**config.mk**
```make
export PLATFORM = sky130hd
export DESIGN_NAME = log2_stream
export DESIGN_NICKNAME = d
export VERILOG_FILES = /design/src/rtl/log2_pkg.sv /design/src/rtl/log2_stream_lzd_norm.sv /design/src/rtl/log2_stream.sv
export SDC_FILE = /design/constraint.sdc
export NUM_CORES = 1
export LEC_CHECK = 0
export CORE_MARGIN = 5
export CORE_UTILIZATION = 37
export DETAILED_ROUTE_END_ITERATION = 8
export PLACE_DENSITY = 0.59
export RECOVER_POWER = 50
export SYNTH_ARGS = -nofsm -noshare
export SYNTH_HDL_FRONTEND = slang
export SYNTH_SLANG_ARGS = --single-unit
```
**constraint.sdc**
```tcl
create_clock -name clock -period 8.5 [get_ports clock]
set_clock_uncertainty 0.15 [all_clocks]
set_input_delay 2.125 -clock clock [delete_from_list [all_inputs] [get_ports clock]]
set_output_delay 2.125 -clock clock [all_outputs]
set_load 0.05 [all_outputs]
```
**src/rtl/log2_pkg.sv**
```systemverilog
// log2_pkg: shared sentinel, saturating add and output record for log2_stream.
package log2_pkg;
  localparam int LOG2_BP = 8;
  localparam int LOG2_W = 16;
  localparam logic signed [LOG2_W-1:0] LOG2_ZERO = LOG2_W'(-100 * (1 << LOG2_BP));
  typedef struct packed {
    logic signed [LOG2_W-1:0] data;
    logic last;
  } log2_res_t;
  function automatic longint sat_add(input longint a, input longint b, input int w);
    longint s, hi, lo;
    s = a + b;
    hi = (longint'(1) <<< (w - 1)) - 1;
    lo = -hi - 1;
    return s > hi ? hi : (s < lo ? lo : s);
  endfunction
endpackage

```
**src/rtl/log2_stream_lzd_norm.sv**
```systemverilog
// lzd_norm: leading-one detect and normalise of an unsigned sample into exponent, LUT mantissa and fraction.
// The fraction output exists only when LOG2_STREAM_INTERP_EN is defined.
module lzd_norm #(
  parameter int IN_WIDTH = 32,
  parameter int IDX_W = 5,
  parameter int E_W = 5
`ifdef LOG2_STREAM_INTERP_EN
  , parameter int FRAC_W = 8
`endif
) (
  input logic [IN_WIDTH-1:0] x,
  output logic [E_W-1:0] e,
  output logic [IDX_W-1:0] m,
`ifdef LOG2_STREAM_INTERP_EN
  output logic [FRAC_W-1:0] frac,
`endif
  output logic zero
);
  localparam logic [E_W-1:0] PMIN = E_W'(IDX_W - 1);
  logic [E_W-1:0] p;
  always_comb begin
    p = '0;
    for (int i = 0; i < IN_WIDTH; i++) p = x[i] ? E_W'(i) : p;
  end
  assign zero = x == '0;
  assign e = p >= PMIN ? p - PMIN : '0;
  assign m = IDX_W'(x >> e);
`ifdef LOG2_STREAM_INTERP_EN
  localparam int EW1 = E_W + 1;
  logic [E_W:0] amt;
  // Shift the e bits below the mantissa up to the MSB, then keep the top FRAC_W of them.
  assign amt = EW1'(IN_WIDTH) - {1'b0, e};
  assign frac = FRAC_W'((x << amt) >> (IN_WIDTH - FRAC_W));
`endif
endmodule

```
**src/rtl/log2_stream.sv**
```systemverilog
// log2_stream: streaming fixed-point log2 via normalise, dual LUT lookup and linear interpolation.
// Interpolation is built only when LOG2_STREAM_INTERP_EN is defined; otherwise the mantissa is truncated.
module log2_stream
  import log2_pkg::*;
#(
  parameter int IN_WIDTH = 32,
  parameter int WIDTH = LOG2_W,
  parameter int BP = LOG2_BP,
  parameter int DEPTH = 32,
  parameter int FRAC_W = 8,
  localparam int IDX_W = $clog2(DEPTH)
) (
  input logic clock,
  input logic reset_n,
  input logic in_valid,
  output logic in_ready,
  input logic [IN_WIDTH-1:0] in_data,
  input logic in_last,
  output logic out_valid,
  input logic out_ready,
  output logic signed [WIDTH-1:0] out_data,
  output logic out_last,
  output logic [IDX_W-1:0] lut_index0,
  output logic [IDX_W-1:0] lut_index1,
  input logic signed [WIDTH-1:0] lut_out0,
  input logic signed [WIDTH-1:0] lut_out1,
  output logic [15:0] zero_count
);
  localparam int E_W = $clog2(IN_WIDTH);
  localparam int RW = WIDTH + IDX_W + 2;
  logic [E_W-1:0] n_e, s1_e, s2_e;
  logic [IDX_W-1:0] n_m, s1_m;
  logic n_zero, s1_zero, s2_zero;
  logic s1_valid, s2_valid, s1_last, s2_last;
  logic s3_ready, s2_ready, s2_adv, s1_adv, in_acc;
  logic signed [WIDTH-1:0] s2_lo;
  logic signed [RW-1:0] interp, ebias;
  log2_res_t res, res_q;
  logic unused_in;
`ifdef LOG2_STREAM_INTERP_EN
  localparam int DW = WIDTH + 1;
  localparam logic signed [WIDTH-1:0] UPPER_TOP = WIDTH'(IDX_W << BP);
  logic [FRAC_W-1:0] n_frac, s1_frac, s2_frac;
  logic s2_top;
  logic signed [WIDTH-1:0] s2_hi, upper;
  logic signed [WIDTH:0] diff;
  logic signed [WIDTH+FRAC_W+1:0] prod;
`endif
  lzd_norm #(
    .IN_WIDTH(IN_WIDTH),
    .IDX_W(IDX_W),
    .E_W(E_W)
`ifdef LOG2_STREAM_INTERP_EN
    , .FRAC_W(FRAC_W)
`endif
  ) u_lzd (
    .x(in_data),
    .e(n_e),
    .m(n_m),
`ifdef LOG2_STREAM_INTERP_EN
    .frac(n_frac),
`endif
    .zero(n_zero)
  );
  assign s3_ready = !out_valid | out_ready;
  assign s2_ready = !s2_valid | s3_ready;
  assign s2_adv = s2_valid & s3_ready;
  assign s1_adv = s1_valid & s2_ready;
  assign in_ready = !s1_valid | s1_adv;
  assign in_acc = in_valid & in_ready;
  assign lut_index0 = s1_m;
  assign ebias = $signed(RW'(s2_e) << BP);
`ifdef LOG2_STREAM_INTERP_EN
  assign unused_in = 1'b0;
  assign lut_index1 = (s1_m == IDX_W'(DEPTH - 1) || s1_frac == '0) ? s1_m : s1_m + 1'b1;
  always_comb begin
    upper = s2_top ? UPPER_TOP : s2_hi;
    diff = DW'(upper) - DW'(s2_lo);
    prod = diff * $signed({1'b0, s2_frac});
    interp = RW'(s2_lo) + RW'(prod >>> FRAC_W);
  end
  always_ff @(posedge clock or negedge reset_n)
    if (!reset_n) begin
      s1_frac <= '0;
      s2_frac <= '0;
      s2_hi <= '0;
      s2_top <= 1'b0;
    end else begin
      if (in_acc) s1_frac <= n_frac;
      if (s1_adv) begin
        s2_frac <= s1_frac;
        s2_hi <= lut_out1;
        s2_top <= s1_m == IDX_W'(DEPTH - 1);
      end
    end
`else
  assign unused_in = ^{lut_out1, FRAC_W[0]};
  assign lut_index1 = s1_m;
  assign interp = RW'(s2_lo);
`endif
  // A zero sample passes the LUT sentinel through untouched.
  always_comb begin
    res.last = s2_last;
    res.data = s2_zero ? s2_lo : WIDTH'(sat_add(longint'(interp), longint'(ebias), WIDTH));
  end
  assign out_data = res_q.data;
  assign out_last = res_q.last;
  always_ff @(posedge clock or negedge reset_n)
    if (!reset_n) begin
      s1_valid <= 1'b0;
      s1_e <= '0;
      s1_m <= '0;
      s1_zero <= 1'b0;
      s1_last <= 1'b0;
      s2_valid <= 1'b0;
      s2_e <= '0;
      s2_zero <= 1'b0;
      s2_last <= 1'b0;
      s2_lo <= '0;
      out_valid <= 1'b0;
      res_q <= '0;
      zero_count <= '0;
    end else begin
      if (in_ready) s1_valid <= in_valid;
      if (in_acc) begin
        s1_e <= n_e;
        s1_m <= n_m;
        s1_zero <= n_zero;
        s1_last <= in_last;
      end
      if (in_acc && n_zero && zero_count != 16'hFFFF) zero_count <= zero_count + 1'b1;
      if (s2_ready) s2_valid <= s1_valid;
      if (s1_adv) begin
        s2_e <= s1_e;
        s2_zero <= s1_zero;
        s2_last <= s1_last;
        s2_lo <= lut_out0;
      end
      if (s3_ready) out_valid <= s2_valid;
      if (s2_adv) res_q <= res;
    end
endmodule

```
==> run metrics <==
post-synth top area share=0.3876; Pwr per Cell Area=about 220 nW/um2; post-DP HPWL=approximately 9000 um; CTS tree=yes; cell area after synthesis=approximately 4600 um2; Avg WL per Cell=between 15 and 20 um; Synthesized Nets=approximately 560; warning count from the yosys run=0; Rows=40; failing checks=max-capacitance violations, max-slew violations; max cap viols=1; Post-synth EDFFs=0; # IOs=~110; Post-CTS Setup Inserts=0; crit path max fanout=4; grt ovf=0; crit path kind=input port to output port; final setup vio count=0; fmax=around 0.17 GHz; clock net sink count=71; Clock Tree Buf Depth=2; final instance area=a little under 6000 um2; global-route wire length before repair=around 20000 um; DIE AREA=between 10000 and 15000 um2; post-synthesis sequential area ratio=0.3876; relative slew slack=-1.482; Final Routed Wirelength=11790 um; met3 WL post-DR=around 670 um; cell count after synthesis=~480; final RePlAce weighted congestion=about 0.87; ys async rst share=1.000; post-route DRC violation count=0; Die Y-Extent=121.3 um; hold_sp=out_data[13]; outcome=finished with violations; buffers added on ports=between 90 and 100; vias=3948; Routed Antenna Nets=0; final net count=646; max-slew violations=72; most frequent cells in the layout=clkdlybuf4s50_1, dfrtp_1, nand2_1; Final Critical Period=roughly 6.0 ns; DR top layer=met4; cell taking the most area after synthesis=dfrtp_1; Reg clk slew, reported paths=~0.06 ns; top cells by area, synth=dfrtp_1, mux2i_1, mux2_2, nand2_1, a21oi_1; met1 wire length=around 5400 um; met2 routed WL=between 5000 and 6000 um; Hold Vio Cnt, Final=0; reg2reg path depth=11; Unique masters post-synth=70; worst setup path start=out_ready; total CTS buffers=9; commonest non-fill, non-tap cell in the layout=clkdlybuf4s50_1; worst path arrival time=approximately 3.8 ns; share of cells above drive strength 1=0.1134; Total GRT Usage=0.1633; r2r startpoint=s2_e[0]; peak supply drop=0.00009946 V; largest net degree at the start of global routing=just over 70; fin crit share=0.7096; layout filler cell count=between 1000 and 1500; DR iter-0 viols=about 300; CP Capture Type=output port; clock root buffer=clkbuf_16; Slew @ Worst Pin=between 3 and 4 ns; ANT cells=0; Critical Path Start Type=input port; vias in the first global route=approximately 3900; Mean Syn Cell Area=9.492 um2; area post-placement=5619 um2; cts hold-fix bufs=0; Initial Utilization=0.3801; critical path required time=between 6 and 7 ns; #FFs+latches synth=71; Die Width=roughly 120 um; Synth Flop Type=dfrtp_1; Skew-Pair Late Insertion Delay=approximately 0.33 ns; setup_tns=0 ns; RSZ-0062 raised after global routing=false; post-DR vias/cell=~5.3; Pre-antenna DRT Iters=4; core area=12060 um2; synthesis-to-layout area growth=28.74%; Hold/Removal Path Class=flip-flop to flip-flop; worst hold stages=2; initial antenna violation count=0; H-tree Lvls=3; post-CTS sizing=0; leakage=between 2 and 2.5 nW
-- registers in the layout (all words and copies together) (netlist names) --
name / count
s2_lo: 16
s1_zero: 1
s2_zero: 1
s2_last: 1
lut_index0: 5
s1_valid: 1
s2_valid: 1
zero_count: 16
s2_e: 5
out_valid: 1
s1_last: 1
s1_e: 5
out_data: 16
out_last: 1
-- path summary, 6_finish.rpt --
| check | end | slack (ns) |
|---|---|---|
| worst min register to register | out_data[13] | 0.32 |
| min in group asynchronous | out_data[1] | 3.03 |
| worst max-delay path | in_ready | 2.47 |
| max in group asynchronous | lut_index0[0] | 3.08 |
| worst max register to register | out_data[0] | 5.13 |
| worst min-delay path | out_data[13] | 0.32 |
-- Yosys cell counts, drive strengths merged (3+ instances only) --
| master | number |
|---|---|
| a211oi | 7 |
| a21o | 4 |
| a21oi | 36 |
| a221o | 4 |
| a221oi | 6 |
| a22oi | 4 |
| a31oi | 10 |
| and2 | 5 |
| and3 | 7 |
| buf | 18 |
| clkbuf | 6 |
| dfrtp | 71 |
| ha | 8 |
| inv | 9 |
| mux2 | 26 |
| mux2i | 31 |
| nand2 | 64 |
| nand2b | 8 |
| nand3 | 14 |
| nand4 | 5 |
| nor2 | 39 |
| nor2b | 3 |
| nor3 | 4 |
| nor4 | 8 |
| o2111ai | 3 |
| o211ai | 6 |
| o21ai | 18 |
| o22a | 3 |
| o311ai | 3 |
| or2 | 5 |
| or3 | 4 |
| or4 | 4 |
| xnor2 | 14 |
| xor2 | 5 |
-- layout make-up --
type	instances	area, um2	share of cell area
clock buffer	9	225.2	0.03816
clock inverter	7	61.31	0.01039
inverter	9	33.78	0.005724
multi-input combinational	379	2625	0.4448
sequential	71	1777	0.3010
tap	168	210.2	0.03562
timing repair buffer	98	969.7	0.1643
-- per-layer routing --
metal	vias up	GRT usage
met3	14	0.02704
met5	-	0
li1	1948	-
met2	117	0.2618
met4	0	0.04202
met1	1869	0.2287
-- per-stage QoR --
| step | util | cells | total power (W) | setup slack (ns) | hold slack, ns |
|---|---|---|---|---|---|
| 5_1_grt | 0.4893 | 741 | 0.001342 | 2.133 | 0.3438 |
| 6_report | 0.4893 | 741 | 0.001271 | 2.469 | 0.3167 |
| 3_5_place_dp | 0.4659 | 725 | 0.0009313 | 2.481 | 0.3092 |
| 2_1_floorplan | - | 483 | 0.0007701 | 3.526 | 0.2831 |
| 4_1_cts | 0.4896 | 741 | 0.001292 | 2.566 | 0.3234 |
| 3_3_place_gp | 0.4659 | 725 | 0.0009226 | 2.468 | 0.3021 |
-- critical path, cell delays in order --
cell and delay [ns]:
dlygate4sd3_1 0.55, nor2b_1 0.17, nand3_1 0.17, clkdlybuf4s50_1 0.74
-- power by group --
group          leakage [nW]  switching (W)  internal (W)  total, W
sequential            0.861      0.0000401      0.000399  0.000439
clock                 0.135       0.000154      0.000203  0.000357
combinational          1.46       0.000296      0.000179  0.000475
-- cell families after synthesis --
| kind of cell | count (synthesis) | synth area share |
|---|---|---|
| multiplexers | 57 | 0.1316 |
| flip-flops | 71 | 0.3876 |
| XOR/XNOR | 19 | 0.03630 |
| AO/OA/AOI/OAI | 120 | 0.1870 |
| AND/OR/NAND/NOR | 174 | 0.1916 |
| adder cells (fa/ha/maj) | 9 | 0.02620 |
| buffers and inverters | 33 | 0.03984 |
Note: power is estimated with default switching activity, not from simulation.
